## src/rtl/rvee_mem.sv

```systemverilog
// RVee memory stage: issues loads/stores over a single-outstanding request/response
// bus, aligns and extends load data, writes back, and flags misaligned accesses.
module rvee_mem #(
    parameter int XLEN = 32
) (
    input  logic            clk,
    input  logic            rst,
    input  logic            ex_valid,
    input  logic [XLEN-1:0] ex_pc,
    input  logic            ex_rd_we,
    input  logic [4:0]      ex_rd,
    input  logic [XLEN-1:0] ex_result,
    input  logic [XLEN-1:0] ex_mem_data,
    input  logic            ex_mem_load,
    input  logic            ex_mem_store,
    input  logic [1:0]      ex_mem_size,
    input  logic            ex_mem_sext,
    output logic            ex_done,
    output logic            ex_idle,
    output logic            bus_req,
    output logic            bus_we,
    output logic [XLEN-1:0] bus_addr,
    output logic [XLEN-1:0] bus_wdata,
    output logic [3:0]      bus_be,
    input  logic            bus_ready,
    input  logic            bus_rvalid,
    input  logic [XLEN-1:0] bus_rdata,
    output logic            wb_we,
    output logic [4:0]      wb_rd,
    output logic [XLEN-1:0] wb_data,
    output logic            exception,
    output logic [3:0]      exc_cause,
    output logic [XLEN-1:0] exc_addr,
    output logic [XLEN-1:0] exc_pc
);

    typedef enum logic [1:0] {
        S_IDLE,
        S_REQ,
        S_WAIT
    } state_t;

    state_t r_state;
    state_t w_next;

    logic            w_is_mem;
    logic            w_misaligned;
    logic            w_idle_valid;
    logic            w_start;
    logic            w_alu;
    logic            w_accept;
    logic            w_resp;
    logic [3:0]      w_be;
    logic [XLEN-1:0] w_wdata;
    logic [XLEN-1:0] w_shifted;
    logic [XLEN-1:0] w_load;

    logic            r_store;
    logic [1:0]      r_size;
    logic [1:0]      r_lane;
    logic            r_sext;
    logic [4:0]      r_rd;
    logic            r_rd_we;

    logic            r_bus_req;
    logic            r_bus_we;
    logic [XLEN-1:0] r_bus_addr;
    logic [XLEN-1:0] r_bus_wdata;
    logic [3:0]      r_bus_be;
    logic            r_wb_we;
    logic [4:0]      r_wb_rd;
    logic [XLEN-1:0] r_wb_data;

    assign w_is_mem     = ex_mem_load | ex_mem_store;
    assign w_idle_valid = (r_state == S_IDLE) && ex_valid;
    assign w_start      = w_idle_valid && w_is_mem && !w_misaligned;
    assign w_alu        = w_idle_valid && !w_is_mem;
    assign w_accept     = (r_state == S_REQ) && bus_ready;
    assign w_resp       = (r_state == S_WAIT) && bus_rvalid;

    // NOTE: every signal written in always_comb gets a default first so no latch is inferred.
    always_comb begin
        w_misaligned = 1'b0;
        w_be         = 4'b1111;
        w_wdata      = ex_mem_data;
        case (ex_mem_size)
            2'd0: begin
                w_be    = 4'b0001 << ex_result[1:0];
                w_wdata = {4{ex_mem_data[7:0]}};
            end
            2'd1: begin
                w_misaligned = ex_result[0];
                w_be         = 4'b0011 << ex_result[1:0];
                w_wdata      = {2{ex_mem_data[15:0]}};
            end
            2'd2:    w_misaligned = |ex_result[1:0];
            default: w_misaligned = 1'b1;
        endcase
    end

    // Selected lane is shifted down to bit 0, then masked and extended by size.
    assign w_shifted = bus_rdata >> {r_lane, 3'b000};

    always_comb begin
        w_load = w_shifted;
        case (r_size)
            2'd0:    w_load = {{(XLEN-8){r_sext & w_shifted[7]}}, w_shifted[7:0]};
            2'd1:    w_load = {{(XLEN-16){r_sext & w_shifted[15]}}, w_shifted[15:0]};
            default: w_load = w_shifted;
        endcase
    end

    always_comb begin
        w_next  = r_state;
        ex_done = 1'b0;
        case (r_state)
            S_IDLE: begin
                if (w_start) w_next = S_REQ;
                if (w_alu || exception) ex_done = 1'b1;
            end
            S_REQ: begin
                if (bus_ready) begin
                    if (r_store) begin
                        ex_done = 1'b1;
                        w_next  = S_IDLE;
                    end else begin
                        w_next = S_WAIT;
                    end
                end
            end
            S_WAIT: begin
                if (bus_rvalid) begin
                    ex_done = 1'b1;
                    w_next  = S_IDLE;
                end
            end
            default: w_next = S_IDLE;
        endcase
    end

    assign exception = w_idle_valid && w_is_mem && w_misaligned;
    assign exc_cause = exception ? (ex_mem_store ? 4'd6 : 4'd4) : 4'd0;
    assign exc_addr  = exception ? ex_result : '0;
    assign exc_pc    = exception ? ex_pc : '0;
    assign ex_idle   = !ex_valid || ex_done;

    // NOTE: sequential state uses non-blocking assignments so every flop samples pre-edge values.
    always_ff @(posedge clk) begin
        if (!rst) r_state <= S_IDLE;
        else      r_state <= w_next;
    end

    // NOTE: synchronous reset clears every register here, so an abandoned transaction leaves no residue.
    always_ff @(posedge clk) begin
        if (!rst) begin
            r_store     <= 1'b0;
            r_size      <= 2'd0;
            r_lane      <= 2'd0;
            r_sext      <= 1'b0;
            r_rd        <= 5'd0;
            r_rd_we     <= 1'b0;
            r_bus_req   <= 1'b0;
            r_bus_we    <= 1'b0;
            r_bus_addr  <= '0;
            r_bus_wdata <= '0;
            r_bus_be    <= 4'd0;
            r_wb_we     <= 1'b0;
            r_wb_rd     <= 5'd0;
            r_wb_data   <= '0;
        end else begin
            r_wb_we <= 1'b0;
            if (w_start) begin
                r_store     <= ex_mem_store;
                r_size      <= ex_mem_size;
                r_lane      <= ex_result[1:0];
                r_sext      <= ex_mem_sext;
                r_rd        <= ex_rd;
                r_rd_we     <= ex_rd_we;
                r_bus_req   <= 1'b1;
                r_bus_we    <= ex_mem_store;
                r_bus_addr  <= {ex_result[XLEN-1:2], 2'b00};
                r_bus_wdata <= w_wdata;
                r_bus_be    <= w_be;
            end
            if (w_accept) r_bus_req <= 1'b0;
            if (w_alu) begin
                r_wb_we   <= ex_rd_we;
                r_wb_rd   <= ex_rd;
                r_wb_data <= ex_result;
            end
            if (w_resp) begin
                r_wb_we   <= r_rd_we;
                r_wb_rd   <= r_rd;
                r_wb_data <= w_load;
            end
        end
    end

    assign bus_req   = r_bus_req;
    assign bus_we    = r_bus_we;
    assign bus_addr  = r_bus_addr;
    assign bus_wdata = r_bus_wdata;
    assign bus_be    = r_bus_be;
    assign wb_we     = r_wb_we;
    assign wb_rd     = r_wb_rd;
    assign wb_data   = r_wb_data;

endmodule
```

## config.mk

```make
export PLATFORM = sky130hd
export DESIGN_NAME = rvee_mem
export DESIGN_NICKNAME = d
export VERILOG_FILES = /design/src/rtl/rvee_mem.sv
export SDC_FILE = /design/constraint.sdc
export NUM_CORES = 1
export LEC_CHECK = 0
export CORE_UTILIZATION = 40
export DETAILED_ROUTE_END_ITERATION = 6
export PLACE_DENSITY = 0.88
export SETUP_SLACK_MARGIN = 0.05
export SLEW_MARGIN = 10
export SYNTH_ARGS = -nofsm -noshare
export SYNTH_HDL_FRONTEND = slang
export SYNTH_SLANG_ARGS = --single-unit
```

## constraint.sdc

```tcl
create_clock -name clk -period 2.4 [get_ports clk]
set_input_delay 0.36 -clock clk [delete_from_list [all_inputs] [get_ports clk]]
set_output_delay 0.36 -clock clk [all_outputs]
set_load 0.01 [all_outputs]
```

# Word-level counts from Yosys, hierarchy flattened
# Index checks and enable logic that the tools add are counted.
# classes
bitwise_logic	4
eq_ne	8
shifts	3
n_mux	24
n_lt_le_gt_ge	0
reduce_logical	19
mul	0
div	0
n_addsub	0
# ops
operator	count
two-way mux 32 bit	4
case mux 32 bit (2 select lines)	2
>> shifter 32 x 5 -> 32 bit	1
two-way mux 2 bit	5
two-way mux 5 bit	2
case mux 4 bit (2 select lines)	1
logical AND 1 bit	7
equality test 2 x 1 -> 1 bit (second input constant)	3
zero test 2 bit	3
two-way mux 1 bit	6
inequality test 2 bit (second input constant)	3
case mux 1 bit (3 select lines)	2
case mux 2 bit (3 select lines)	1
equality test 2 bit (second input constant)	2
OR reduction 2 bit	2
<< shifter 1 x 2 -> 4 bit (first input constant)	1
<< shifter 2 x 2 -> 4 bit (first input constant)	1
zero test 1 bit	3
two-way mux 3 bit	1
AND reduction 3 bit	1
AND 1 bit	2
logical OR 1 bit	2
nonzero test 2 bit	1
inverter 1 bit	1
bitwise OR 1 bit	1
# word_totals
ramBits	0
output_inout_bits	179
ff_bits	119
memories	0
word_cells	72
latch_bits	0
input_bits	144
romBits	0

# Logic depth before layout (Yosys ltp)
# Gate-level depths: netlist of run 1.
# depth
depth_word	8
depth_mapped	7
ltp_nobuf	4

# Worst setup path after synthesis of run 1
# OpenSTA, ideal clock, no wires.
# synth_timing
path_kind	reg-to-output
from	register r_state[1]
to	output exc_addr[13]
slack_ps	432
t_required_ps	2040
arrival_ps	1608
path_buffers	3
path_stages_with_launch	7
path_cell_list	dfxtp_1 > buf_6 > or3b_1 > nor4_2 > buf_4 > buf_2 > and2_1
# synth_via
elab_chain_cells	5
# synth_lines
element	line_no	text
start, declared	43	state_t r_state;
start signal, assigned	150	else r_state <= w_next;
zero test 2 bit	75	assign w_idle_valid = (r_state == S_IDLE) && ex_valid;
logical AND 1 bit	75	
logical AND 1 bit (2 in a row)	141	assign exception = w_idle_valid && w_is_mem && w_misaligned;
two-way mux 32 bit	143	assign exc_addr = exception ? ex_result : '0;
end, declared	33	output logic [XLEN-1:0] exc_addr,
# No other way between the ends.

# Worst setup path in the final report of run 1
# layout_timing
from	register r_state[1]
to	output exc_pc[1]
# layout_via
elab_chain_cells	5
# layout_lines
element	line_no	text
zero test 2 bit	75	
logical AND 1 bit	75	
logical AND 1 bit (2 in a row)	141	
two-way mux 32 bit	144	assign exc_pc = exception ? ex_pc : '0;
end, declared	34	output logic [XLEN-1:0] exc_pc
# No other way between the ends.

==> results of run 1 <==
flip-flops by register name, summed over array words and instances (netlist names), 2 cells and up:
register,count
bus_addr,30
bus_be,4
bus_wdata,32
r_lane,2
r_rd,5
r_size,2
r_state,2
wb_data,32
wb_rd,5
path summary, 6_finish.rpt:
check          startpoint           end  slack, ns  cells past startpoint
max reg2reg    r_state[1]    wb_data[7]       0.35                      6
max            r_state[1]     exc_pc[1]      -0.09                      7
min reg2reg  bus_addr[23]  bus_addr[23]       0.45                      2
min          ex_mem_store        bus_we       0.45                      3
layer usage:
layer	up-vias	global-route usage [%]	share of wire [%]
met2	390	52.2	50
met4	0	16.7	4.9
met1	3293	34.1	37
li1	3229	-	-
met3	81	7.22	7.9
met5	-	0	0
metrics by stage:
| step | total power [W] | cell area, sq um |
|---|---|---|
| floorplan | 0.00269 | 6010 |
| global placement | 0.00339 | 9490 |
| detailed placement | 0.00341 | 9490 |
| CTS | 0.00607 | 10200 |
| global route | 0.00633 | 10500 |
| finish | 0.00611 | 10500 |
worst reg2reg max path: stages (launching register included):
cell,delay (ns)
dfxtp_2,0.33
buf_4,0.15
or4b_4,0.52
a21o_4,0.25
buf_4,0.23
a222oi_1,0.37
nor2_1,0.07
placed cells by master (no fill, tap or decap), types with 4 or more instances in the layout:
cell / netlist / routed
dfxtp_1: 119 / 117
buf_4: 7 / 34
buf_2: 20 / 21
clkbuf_16: 0 / 20
a22oi_1: 15 / 15
o31ai_1: 6 / 6
clkdlybuf4s50_1: 0 / 247
mux4_2: 8 / 8
a21oi_1: 75 / 74
o21ai_0: 28 / 28
nor2_1: 52 / 52
buf_12: 0 / 7
o2bb2ai_1: 6 / 6
mux2_2: 7 / 7
nand2_1: 163 / 162
buf_6: 6 / 51
nor3_1: 6 / 6
and2_4: 0 / 45
and2_1: 64 / 19
a31oi_1: 6 / 6
clkinv_2: 0 / 7
nor2b_1: 6 / 6
a221oi_1: 6 / 6
o221ai_1: 6 / 6
buf_16: 0 / 4
buf_8: 0 / 4
a211oi_1: 8 / 8
a311oi_1: 9 / 9
a21o_1: 6 / 6
mux2i_1: 26 / 26
nand3_1: 8 / 8
conb_1: 1 / 4
area by class of cell:
class                   count  area [sq um]
multi-input cells         552          3430
flip-flops and latches    119          2380
clock inverters            13           154
fillers                  1071          4110
clock buffers              19           443
inverters                   3          12.5
repair buffers            375          3830
well taps                 184           230
power groups by stage:
| stage | Combinational, W | Sequential, W | Clock [W] |
|---|---|---|---|
| finish | 0.00138 | 0.00214 | 0.00259 |
| global route | 0.00147 | 0.00215 | 0.00272 |
| CTS | 0.00132 | 0.00213 | 0.00262 |
| detailed placement | 0.00123 | 0.00217 | 0 |
| global placement | 0.00122 | 0.00217 | 0 |
| floorplan | 0.000474 | 0.00221 | 0 |
kinds of logic after synthesis:
family                 count (synthesis)  synth area share, %
AND/OR/NAND/NOR                      312                 24.0
AO/OA/AOI/OAI                        194                 21.5
flip-flops                           119                 39.7
buffers and inverters                 69                 5.92
multiplexers                          41                 8.65
XOR/XNOR                               1                0.146
other                                  1               0.0625
repair_timing:
action / 4_1_cts / 5_1_grt
resized for setup: 335 / 56
setup endpoints to repair: 69 / 68
hold endpoints to repair: 0 / 0
hold buffers: 0 / 0
cloned: 6 / 3
buffers inserted: 8 / 0
pin swaps: 19 / 16
==> summary.txt, run 1 <==
Run status
  • Outcome: complete, but fails checks
  • Failing checks: setup timing

Pwr
  • Worst vdd rail ir drop: ~0.00046 V
  • Static Leak: roughly 4.0 nW
  • Comb pwr share: 22.6%
  • Clock share of power: a little over two fifths
  • Int Power: about 0.0045 W
  • Seq pwr share: between 30% and 40%
  • Switching share of power: a little over a quarter
  • Net switching power: between 0.0015 and 0.002 W
  • PwrDens: just under 600 mW/mm^2

Die
  • Row count: 44
  • Die ar.: between 0.015 and 0.02 sq mm
  • Core ar.: about 0.015 sq mm
  • DIE HEIGHT: 124 microns
  • Die width: 124 microns
  • Initial core utilization: between 40 and 50%
  • Boundary Pins: roughly 320

Timing
  • Worst Max-Slew Pin Slew: 0.643 ns
  • TNS Setup: -3.34 ns
  • Skew final: about 0.005 ns
  • RSZ-0062 raised after global routing: yes
  • Hold Slack: ~0.45 ns
  • Fin crit share: 104%
  • Max Freq: 401 MHz
  • Min cycle time layout: 2.49 ns
  • Worst setup margin: -0.0939 ns
  • Final hold vios: 0
  • Rel. slew slack: between 50% and 60%
  • Max Slew Vio Count: 0
  • Final setup viols: 66

Setup path
  • Worst Setup Path Type: reg -> out
  • Arr. time, crit path: 2.13 ns
  • Critical path fanouts, max: 6
  • Crit-path slowest cell: or3b_4
  • CP dominant cell by count: buf_6
  • Worst setup EP type: output pin
  • CP Data Required Time: just over 2 ns
  • Top Family by Delay on Critical Path: simple AND/OR/NAND/NOR gates
  • Worst Setup Start Kind: flop
  • Buf/Inv on CP: 4
  • Worst-path cell chain: or3b_4 > nor4_4 > buf_6 > buf_8 > clkbuf_16 > and2_4 > buf_6
  • CP max stage delay: 0.41 ns

Drt
  • Antenna-violating nets left: 0
  • DR vias/cell: between 5 and 6
  • Via count: 6993
  • DRT iter0 DRCs: around 440
  • DRT Wirelength: 24600 microns
  • Pre-antenna DRT Iters: 5
  • # DRC: 0
  • Routed WL per cell: around 19 microns

Worst hold path
  • Hold WC Path Type: in -> reg

Finish
  • NumNets Final: 1212
  • Antenna Cells: 0
  • Layout cells sized above 1: between 20% and 30%
  • Area delta synth->final: 74.6%
  • Non-Filler Instances: about 1300
  • Final Util: 71.8%

Synthesis
  • Synth Warn #: 0
  • Synth cell types: 55
  • Yosys top cell area share: between 30 and 40%
  • Avg Cell Area, Syn: 8.14 sq um
  • Mapped Area: approximately 0.0060 sq mm
  • Largest area contributor in the netlist: dfxtp_1
  • Most frequent cell after synthesis: nand2_1
  • EDFF count, synth: 0
  • Synthesized netlist cell count: around 740
  • Yosys reg bits: 119
  • Post-synthesis sequential area ratio: 39.7%
  • Ranking of synthesized cells by area: dfxtp_1, nand2_1, and2_1
  • Prevailing post-synth register cell: dfxtp_1
  • Top cells by count, synth: nand2_1, dfxtp_1, a21oi_1
  • Synth async-reset ratio: 0%

CTS
  • Clock buffer depth: 2
  • Worst-Skew Late Latency: around 0.42 ns
  • Clock sinks: ~120
  • CTS HTree Levels: 4
  • Reg clk slew, reported paths: 0.06 ns
  • Root Buffer Master: clkbuf_16
  • CTS tree: done
  • Number of CTS-inserted buffers: 17

Global route
  • Largest net degree at the start of global routing: 61
  • Initial antenna violation count: 0
  • Gr usage total: 30.2%
  • First-pass GRT wire length: roughly 36000 microns
  • Vias in the first global route: approximately 6600
  • Overflow after GRT: 0

Place
  • Cell count after placement: 1218
  • I/O Buffers: ~320
  • Pre-CTS setup slack: -0.558 ns
  • DPL Wire Length: between 15000 and 20000 microns
  • Routability Congestion: 0.847

Job
  • Max Cap Viol: 0
Power figures use the tool's default switching activity.
==> inputs of run 2 (changes only) <==
==> constraint.sdc (replaced) <==
create_clock -name clk -period 2.4 [get_ports clk]
set_input_delay 0.24 -clock clk [delete_from_list [all_inputs] [get_ports clk]]
set_output_delay 0.24 -clock clk [all_outputs]
set_load 0.01 [all_outputs]
==> summary.txt, run 2 (synthesis results as in run 1) <==
Finish
  • Most frequent cells in the layout: clkdlybuf4s50_1, nand2_1, dfxtp_1
  • Final Util: 72.1%
  • Commonest non-fill, non-tap cell in the layout: clkdlybuf4s50_1
  • NumNets Final: approximately 1200
  • FILL cells: approximately 1100
  • Layout cells sized above 1: between 20% and 30%
  • Post-route design area: between 0.01 and 0.015 sq mm
  • Area delta synth->final: 75.3%
  • Antenna Cells: 0

Setup path
  • Crit-path slowest cell: or3b_4
  • Buf/Inv on CP: 6
  • Arr. time, crit path: between 2 and 2.5 ns
  • Worst Setup Path Type: reg -> out
  • Worst setup EP type: output pin
  • Top Family by Delay on Critical Path: simple AND/OR/NAND/NOR gates
  • Worst Setup Start Kind: flop
  • CP max stage delay: a little over 0.4 ns
  • Worst-path cell chain: or3b_4 > nor4_4 > buf_6 > buf_12 > buf_8 > buf_12 > buf_6 > and2_4 > buf_6
  • CP dominant cell by count: buf_6
  • Critical path fanouts, max: 6
  • CP Data Required Time: roughly 2.2 ns

CTS
  • Hold Buf Count CTS: 0
  • Number of CTS-inserted buffers: 17
  • Clock sinks: 119
  • CTS tree: done
  • Clock buffer depth: 2
  • Reg clk slew, reported paths: 0.06 ns
  • Root Buffer Master: clkbuf_16
  • CTS HTree Levels: 4
  • Worst-Skew Late Latency: between 0.4 and 0.5 ns

Drt
  • # DRC: 0
  • DRT iter0 DRCs: 526
  • DRT Wirelength: 24800 microns
  • Routed WL per cell: 19.6 microns
  • Antenna-violating nets left: 0
  • Via count: between 6000 and 7000
  • Pre-antenna DRT Iters: 5
  • DR vias/cell: roughly 5.5

Die
  • Core ar.: between 0.01 and 0.015 sq mm
  • DIE HEIGHT: ~120 microns
  • Die ar.: ~0.015 sq mm
  • Boundary Pins: roughly 320
  • Die width: between 100 and 150 microns
  • Initial core utilization: roughly two fifths
  • Row count: 44

Timing
  • Rel. slew slack: 53.5%
  • Min cycle time layout: between 2 and 2.5 ns
  • Worst Max-Slew Pin Slew: 0.695 ns
  • Final hold vios: 0
  • Max Slew Vio Count: 0
  • TNS Setup: -0.119 ns
  • RSZ-0062 raised after global routing: yes
  • Skew final: ~0.0068 ns
  • Max Freq: 408 MHz
  • Hold Slack: 0.378 ns
  • Worst setup margin: -0.0506 ns
  • Fin crit share: 102%
  • Final setup viols: 4

Place
  • DP Area: 0.00944 sq mm
  • DPL Wire Length: between 15000 and 20000 microns
  • Routability Congestion: about 0.85
  • I/O Buffers: about 320

Pwr
  • Worst vdd rail ir drop: roughly 0.00046 V
  • PwrDens: about 580 mW/mm^2
  • Static Leak: 4.03 nW

Global route
  • Largest net degree at the start of global routing: between 60 and 70
  • Initial antenna violation count: 1
  • First-pass GRT wire length: about 37000 microns
  • Overflow after GRT: 0
  • Vias in the first global route: ~6700
  • Gr usage total: between 30% and 40%

Job
  • Max Cap Viol: 0

Run status
  • Outcome: complete, but fails checks
  • Failing checks: setup timing

Worst hold path
  • Hold WC Path Type: in -> reg
## run 2: cell count changes in the layout (fill, tap and decap cells not counted), sizes merged, moves of 2 or more
cell           before  now
dlygate4sd2         3    0
clkinv              9    7
clkinvlp            1    3
clkdlybuf4s50     247  249
## run 2: worst min-delay path, stage by stage
cell,delay [ns]
clkdlybuf4s50_1,0.40
nand2_1,0.06
a21oi_1,0.05
## run 2: metrics by stage
stage          setup WS [ns]  std cells  total power [W]
5_1_grt              -0.0965       1265          0.00633
6_report             -0.0506       1265          0.00613
3_5_place_dp          -0.330       1212          0.00340
2_1_floorplan          0.552        740          0.00269
4_1_cts              -0.0387       1263          0.00603
3_3_place_gp          -0.277       1212          0.00338
## run 2: timing repair
item                       4_1_cts  5_1_grt
setup buffers                   13        0
cloned                           6        2
gates resized for setup        303       87
setup endpoints to repair       68       69
pin swaps                        3       18
## run 2: final cells by class
cell class / count / area (sq um) / share of cell area [%]
well taps: 184 / 230 / 2.19
clock inverters: 13 / 155 / 1.48
inverters: 3 / 12.5 / 0.119
repair buffers: 375 / 3890 / 37.0
flip-flops and latches: 119 / 2380 / 22.7
multi-input cells: 552 / 3410 / 32.4
clock buffers: 19 / 433 / 4.12
## run 2: path summary, 6_finish.rpt
path	startpoint	to	slack, ns	cells past startpoint
max	r_state[1]	exc_pc[31]	-0.05	9
min	ex_mem_sext	r_sext	0.38	3
max reg2reg	r_state[1]	wb_data[16]	0.35	7
min reg2reg	bus_addr[10]	bus_addr[10]	0.45	2
## run 2: power by group
| group | switching (W) | leakage [nW] | total [W] | internal (W) |
|---|---|---|---|---|
| logic | 0.000624 | 2.78 | 0.00141 | 0.000783 |
| clock network | 0.000962 | 0.283 | 0.00259 | 0.00162 |
| registers | 0.0000578 | 0.970 | 0.00214 | 0.00208 |
| total | 0.00164 | 4.03 | 0.00613 | 0.00449 |
## run 2: metal layers
layer | part of all wire, % | GRT usage [%]
met4 | 4.9 | 15.3
met2 | 49 | 53.2
met5 | 0 | 0
met1 | 38 | 35.5
met3 | 8.1 | 8.29
